$ cat config.mk
export PLATFORM = sky130hd
export DESIGN_NAME = alu_unit
export DESIGN_NICKNAME = d
export VERILOG_FILES = /design/src/rtl/alu_unit.sv
export SDC_FILE = /design/constraint.sdc
export NUM_CORES = 2
export LEC_CHECK = 0
export CORE_MARGIN = 2
export CORE_UTILIZATION = 60
export DETAILED_ROUTE_END_ITERATION = 16
export HOLD_SLACK_MARGIN = 0.08
export PLACE_DENSITY = 0.77
export REMOVE_ABC_BUFFERS = 1
export SKIP_LAST_GASP = 1
export SLEW_MARGIN = 20
export SYNTH_ARGS = -nofsm -noshare
export SYNTH_HDL_FRONTEND = slang
export SYNTH_SLANG_ARGS = --single-unit
$ cat constraint.sdc
create_clock -name clk -period 0.8 [get_ports clk]
set_input_delay 0.12 -clock clk [delete_from_list [all_inputs] [get_ports clk]]
set_output_delay 0.12 -clock clk [all_outputs]
set_load 0.05 [all_outputs]
$ cat src/rtl/alu_unit.sv
// Single-stage 32-bit integer ALU (add, subtract, multiply, unsigned divide) with a one-hot opcode.
// Result and status flags are computed combinationally and registered together on each rising edge.
module alu_unit #(
    parameter int WIDTH = 32
) (
    input  logic             clk,
    input  logic             rst_n,
    input  logic [WIDTH-1:0] input1,
    input  logic [WIDTH-1:0] input2,
    input  logic [3:0]       op,
    output logic [WIDTH-1:0] output1,
    output logic             zero,
    output logic             carry,
    output logic             error
);

    localparam logic [3:0] OP_ADD = 4'b1000;
    localparam logic [3:0] OP_SUB = 4'b0100;
    localparam logic [3:0] OP_MUL = 4'b0010;
    localparam logic [3:0] OP_DIV = 4'b0001;

    logic [WIDTH:0]       w_sum;
    logic [WIDTH:0]       w_diff;
    logic [2*WIDTH-1:0]   w_prod;
    logic [WIDTH-1:0]     w_divisor;
    logic [WIDTH-1:0]     w_quot;
    logic                 w_div_by_zero;
    logic [WIDTH-1:0]     w_result;
    logic                 w_carry;
    logic                 w_error;
    logic                 w_zero;

    logic [WIDTH-1:0]     r_output1;
    logic                 r_zero;
    logic                 r_carry;
    logic                 r_error;

    // Arithmetic datapath and opcode decode for the value to be registered
    always_comb begin
        w_sum         = {1'b0, input1} + {1'b0, input2};
        w_diff        = {1'b0, input1} - {1'b0, input2};
        w_prod        = {{WIDTH{1'b0}}, input1} * {{WIDTH{1'b0}}, input2};
        w_div_by_zero = (input2 == {WIDTH{1'b0}});
        // Substitute a divisor of one so the divider never sees zero; the result is overridden below
        w_divisor     = w_div_by_zero ? {{(WIDTH-1){1'b0}}, 1'b1} : input2;
        w_quot        = input1 / w_divisor;
        w_result      = {WIDTH{1'b0}};
        w_carry       = 1'b0;
        w_error       = 1'b0;
        case (op)
            OP_ADD: begin
                w_result = w_sum[WIDTH-1:0];
                w_carry  = w_sum[WIDTH];
                w_error  = 1'b0;
            end
            OP_SUB: begin
                w_result = w_diff[WIDTH-1:0];
                w_carry  = w_diff[WIDTH];
                w_error  = 1'b0;
            end
            OP_MUL: begin
                w_result = w_prod[WIDTH-1:0];
                w_carry  = (w_prod[2*WIDTH-1:WIDTH] != {WIDTH{1'b0}});
                w_error  = 1'b0;
            end
            OP_DIV: begin
                if (w_div_by_zero) begin
                    w_result = {WIDTH{1'b1}};
                    w_error  = 1'b1;
                end else begin
                    w_result = w_quot;
                    w_error  = 1'b0;
                end
                w_carry = 1'b0;
            end
            default: begin
                w_result = {WIDTH{1'b0}};
                w_carry  = 1'b0;
                w_error  = 1'b1;
            end
        endcase
        w_zero = (w_result == {WIDTH{1'b0}});
    end

    // Output register; reset clears everything, including zero
    always_ff @(posedge clk or negedge rst_n) begin
        if (!rst_n) begin
            r_output1 <= {WIDTH{1'b0}};
            r_zero    <= 1'b0;
            r_carry   <= 1'b0;
            r_error   <= 1'b0;
        end else begin
            r_output1 <= w_result;
            r_zero    <= w_zero;
            r_carry   <= w_carry;
            r_error   <= w_error;
        end
    end

    assign output1 = r_output1;
    assign zero    = r_zero;
    assign carry   = r_carry;
    assign error   = r_error;

endmodule

==> results by group, run 1 <==
Run status
  • Status: did not finish
  • Failing step: global routing
  • Err: [ERROR GRT-0232] Routing congestion too high. Check the congestion heatmap in the GUI.

Logic synthesis
  • Register bit count reported by yosys: 35
  • Synth async-reset ratio: 1.000
  • Top cells by area, synth: fa_1 27%, ha_1 16%, inv_1 6.7%
  • Distinct cells, synth: 111
  • Post-synthesis simple-gate area fraction: 0.2084
  • Ys Warns: 0
  • Post-synth top area share: 0.2686
  • Mean area per synthesized cell: 7.646 sq um
  • XOR/XNOR Fraction of Synth Area: 0.05011
  • Largest family of logic cells by synthesized area: adder cells
  • Post-synthesis compound-gate area fraction: 0.1972
  • Post-synthesis mux area share: 0.01619
  • Post-synth EDFFs: 0
  • Post-synth top area cell: fa_1
  • Gate count of the mapped netlist: 8,755
  • Predominant post-synthesis flop cell: dfrtp_1
  • Synthesized area: 66,940 sq um
  • Seq/Total Area, Yosys: 0.01308
  • Synth Area in Adders: 0.4261

Place
  • DPL Wire Length: 265,500 um
  • Placed insts: 12,630
  • GPL Wtd Cong: 1.153
  • IO Port Bufs: 104

Floorplan
  • IO Pins: 105
  • Chip Height: 338.0 um
  • # rows: 122
  • Starting Density: 0.6049
  • Die width: 338.0 um

Clock network
  • Sink Count: 35
  • Total CTS buffers: 5
  • Root buffer cell: clkbuf_16
  • H-tree levels: 2
  • Clk buf depth: 2

Global routing
  • Tot GR Track Use: 0.7285
  • Grt total ovfl: 70
  • Largest net degree at the start of global routing: 40

Timing
  • Worst endpoint type: register data pin
  • GR repair worst EP: zero$_DFF_PN0_/D
## synth_stat cells, drive strengths merged, types with 23 or more instances
| master | number |
|---|---|
| o21ai | 387 |
| a21boi | 28 |
| a211oi | 57 |
| xor2 | 145 |
| and2 | 403 |
| a21o | 219 |
| a221oi | 31 |
| o22ai | 35 |
| a31oi | 103 |
| o31ai | 51 |
| nand4 | 51 |
| xnor2 | 238 |
| a2111oi | 23 |
| nor3 | 169 |
| or2 | 53 |
| or3 | 75 |
| nor4 | 44 |
| o21a | 138 |
| and3 | 47 |
| o21bai | 45 |
| nand2b | 74 |
| dfrtp | 35 |
| ha | 843 |
| nor2 | 851 |
| nand2 | 871 |
| mux2i | 31 |
| nor2b | 70 |
| mux2 | 68 |
| buf | 44 |
| fa | 898 |
| o221ai | 30 |
| o211ai | 74 |
| a21oi | 519 |
| clkbuf | 330 |
| nand3 | 149 |
| inv | 1195 |
## cell families after synthesis
family                   Yosys count
buffers and inverters           1579
AO/OA/AOI/OAI                   1982
AND/OR/NAND/NOR                 2936
XOR/XNOR                         383
multiplexers                      99
adder cells (fa/ha/maj)         1741
flip-flops                        35
## stage by stage
step                  util  TNS (ns)  setup WS, ns  hold WS, ns  area [sq um]
global placement    0.8040  -1061.62        -67.07      0.08497         88980
floorplan                -  -1134.15        -75.63      -0.1756         65510
CTS                 0.8600   -982.82        -61.32       0.2830         95170
detailed placement  0.8040  -1093.15        -68.94      0.08835         88980
## layer usage
metal | track usage | overflow
met5 | 0.2528 | 0
met1 | 0.7337 | 1
met2 | 0.9077 | 28
met4 | 0.7033 | 39
met3 | 0.5644 | 2
## what timing repair did
item                                   CTS
resized for setup                      798
setup endpoints to repair               70
cloned                                   9
endpoints found under the hold margin   35
pin swaps                              365
hold buffers                             1
setup buffers                          314
==> run 2: changes to the inputs <==
- CORE_UTILIZATION: 60 -> 40
- HOLD_SLACK_MARGIN: 0.08 -> unset
- PLACE_DENSITY: 0.77 -> unset
- PLACE_DENSITY_LB_ADDON: unset -> 0.15
==> results by group, run 2 <==
Setup path
  • Critical path capture point type: register
  • Data arrival, critical path: 64.05 ns
  • Most common cell on crit path: buf_4
  • Slowest stage cell, crit path: or4_4
  • Crit path kind: in -> reg
  • CP Launch Type: input port
  • Crit-path max FO: 7
  • Critical Path RT: 1.08 ns
  • Buf/Inv on CP: 106
  • Largest stage delay on the critical path: 0.58 ns
  • CP delay by family, top: compound AO/OA/AOI/OAI gates

Logic synthesis
  • Predominant post-synthesis flop cell: dfrtp_1
  • Most instantiated library cell after synthesis: inv_1
  • Post-synth top area cell: fa_1
  • Ys Warns: 0 (unchanged)
  • Post-synth top area share: 0.2686 (unchanged)
  • Synth async-reset ratio: 1.000 (unchanged)
  • Gate count of the mapped netlist: 8,755 (unchanged)
  • Mean area per synthesized cell: 7.646 sq um (unchanged)
  • Register bit count reported by yosys: 35 (unchanged)
  • Top cells by area, synth: fa_1 27%, ha_1 16%, inv_1 6.7%
  • Synthesized area: 66,940 sq um (unchanged)
  • Synth cell count leaders: 1,189 x inv_1, 898 x fa_1, 868 x nand2_1, 850 x nor2_1, 843 x ha_1
  • Seq/Total Area, Yosys: 0.01308 (unchanged)
  • Post-synth EDFFs: 0 (unchanged)
  • Distinct cells, synth: 111 (unchanged)

Clock network
  • Sink Count: 35 (unchanged)
  • Clk slew on worst S/H paths: 0.09 ns
  • Root buffer cell: clkbuf_16
  • Clk buf depth: 2 (unchanged)
  • Total CTS buffers: 5 (unchanged)
  • TritonCTS clock tree: done
  • H-tree levels: 2 (unchanged)

Finish
  • Core Util, Final: 0.6043
  • Ratio of cells with drive above 1 in the final layout: 0.3707
  • Layout area overhead: 50.47%
  • Fin nets: 13,490
  • Max reg flops: 32
  • Commonest non-fill, non-tap cell in the layout: buf_4
  • Final Instance Area: 100,700 sq um
  • Commonest non-fill, non-tap cells in the layout: 3,012 x buf_4, 1,164 x inv_1, 898 x fa_1

Timing
  • Achievable Freq: 15.68 MHz
  • Slew Viols, Final: 0
  • # setup viols final: 70
  • Final Hold Fails: 0
  • Final Cycle Share: 79.71
  • Unrepaired setup endpoints after global routing: true
  • Fin worst setup slack: -62.97 ns
  • Hold_ws: 0.2845 ns
  • Minimum clock period: 63.77 ns
  • Worst-margin pin slew: 1.091 ns
  • Rel. slew slack: 0.2688

Global routing
  • First-pass GRT wire length: 506,100 um
  • Grt total ovfl: 0
  • Number of global-route vias before repair: 80,300
  • Tot GR Track Use: 0.3965
  • Largest net degree at the start of global routing: 40
  • Initial antenna violation count: 21

Floorplan
  • IO Pins: 105 (unchanged)
  • Die width: 413.1 um (+22%)
  • Core area: 166,700 sq um
  • Starting Density: 0.4016 (-0.2032)
  • Die area: 170,600 sq um
  • Chip Height: 413.1 um (+22%)
  • # rows: 150 (+23%)

Drt
  • WL/cell: 24.94 um
  • Number of routed nets with antenna violations: 0
  • DR DRC count: 0
  • Initial DRC count: 6,425
  • DR pass1 iterations: 6
  • WL final: 346,400 um
  • Vias/cell: 5.671
  • Total number of vias: 78,780

Pwr
  • Total power: 318.9 mW
  • Comb pwr share: 0.983
  • Clock power frac: 0.009
  • Switching pwr: 167.0 mW
  • Int Power: 151.9 mW
  • Leak: 49.75 nW
  • Sequential power share: 0.008
  • Maximum vdd drop: 6.364 mV
  • Power per cell area: 3166 nW/um^2
  • Net Sw Frac: 0.5236

Place
  • GPL Wtd Cong: 1.029 (-11%)
  • Worst slack, placed: -69.41 ns (-0.4737 ns)
  • DPL Wire Length: 271,800 um (+2.4%)
  • IO Port Bufs: 104 (unchanged)
  • Placed instance area: 90,530 sq um (+1.7%)

Run status
  • Violated checks: setup timing
  • Status: finished, violations left

Flow run
  • Max-Cap Viols: 0

Hold path
  • Worst Hold Class: in -> async
==> run 2: cell counts after synthesis <==
No cell type changed its count.
==> run 2: worst max path at each step <==
stage,from,end,slack (ns),depth (start not counted)
after detailed placement,input2[22],zero,-69.41,329
final,input2[23],zero,-62.97,370
after global routing,input2[29],zero,-65.64,376
after global placement,input2[22],zero,-67.95,333
after CTS,input2[29],zero,-62.63,345
after floorplan,input2[29],zero,-75.63,298
==> run 2: layer usage <==
layer,GRT usage,up-vias,part of all wire
li1,-,35320,-
met1,0.4946,38760,0.39
met2,0.6216,3619,0.44
met3,0.08841,1075,0.092
met4,0.2445,10,0.079
met5,0,-,0.00022
==> run 2: what timing repair did <==
| action | 4_1_cts | 5_1_grt |
|---|---|---|
| hold buffers | 1 | 0 |
| endpoints found under the setup margin | 70 | 70 |
| pin swaps | 334 | 407 |
| buffers inserted | 276 | 190 |
| hold endpoints to repair | 35 | 0 |
| gates cloned | 3 | 2 |
| gates resized for setup | 728 | 654 |
==> run 2: power groups by stage <==
stage / Sequential, mW / Combinational, mW / Clock (mW)
6_report: 2.68 / 313 / 2.85
2_1_floorplan: 4.37 / 180 / 0
4_1_cts: 2.69 / 311 / 2.84
3_5_place_dp: 2.71 / 307 / 0
3_3_place_gp: 2.75 / 303 / 0
5_1_grt: 2.75 / 330 / 2.92
==> run 2: cell families after synthesis <==
| family | count (synthesis) | share of synthesized area |
|---|---|---|
| and+or+nand+nor | 2936 | 0.2084 |
| AOI/OAI and AO/OA | 1982 | 0.1972 |
| adders and majority gates | 1741 | 0.4261 |
| buffers and inverters | 1579 | 0.08886 |
| xor gates and xnor gates | 383 | 0.05011 |
| muxes | 99 | 0.01619 |
| DFF | 35 | 0.01308 |
==> run 2: cell type report <==
class,instances,area [sq um]
clock buffers,5,125.1
fillers,15000,65940
flip-flops and latches,35,875.8
repair buffers,3286,26200
diodes,13,32.53
inverters,1205,4526
multi-input cells,7142,66160
well taps,2204,2758
clock inverters,3,43.79
==> run 2: through the flow <==
step	cells	setup TNS (ns)
2_1_floorplan	8381	-1134.15
3_3_place_gp	13420	-1069.59
3_5_place_dp	13420	-1096.60
4_1_cts	13700	-1000.68
5_1_grt	13880	-1042.92
6_report	13890	-1001.87
(Power assumes the default switching activity.)
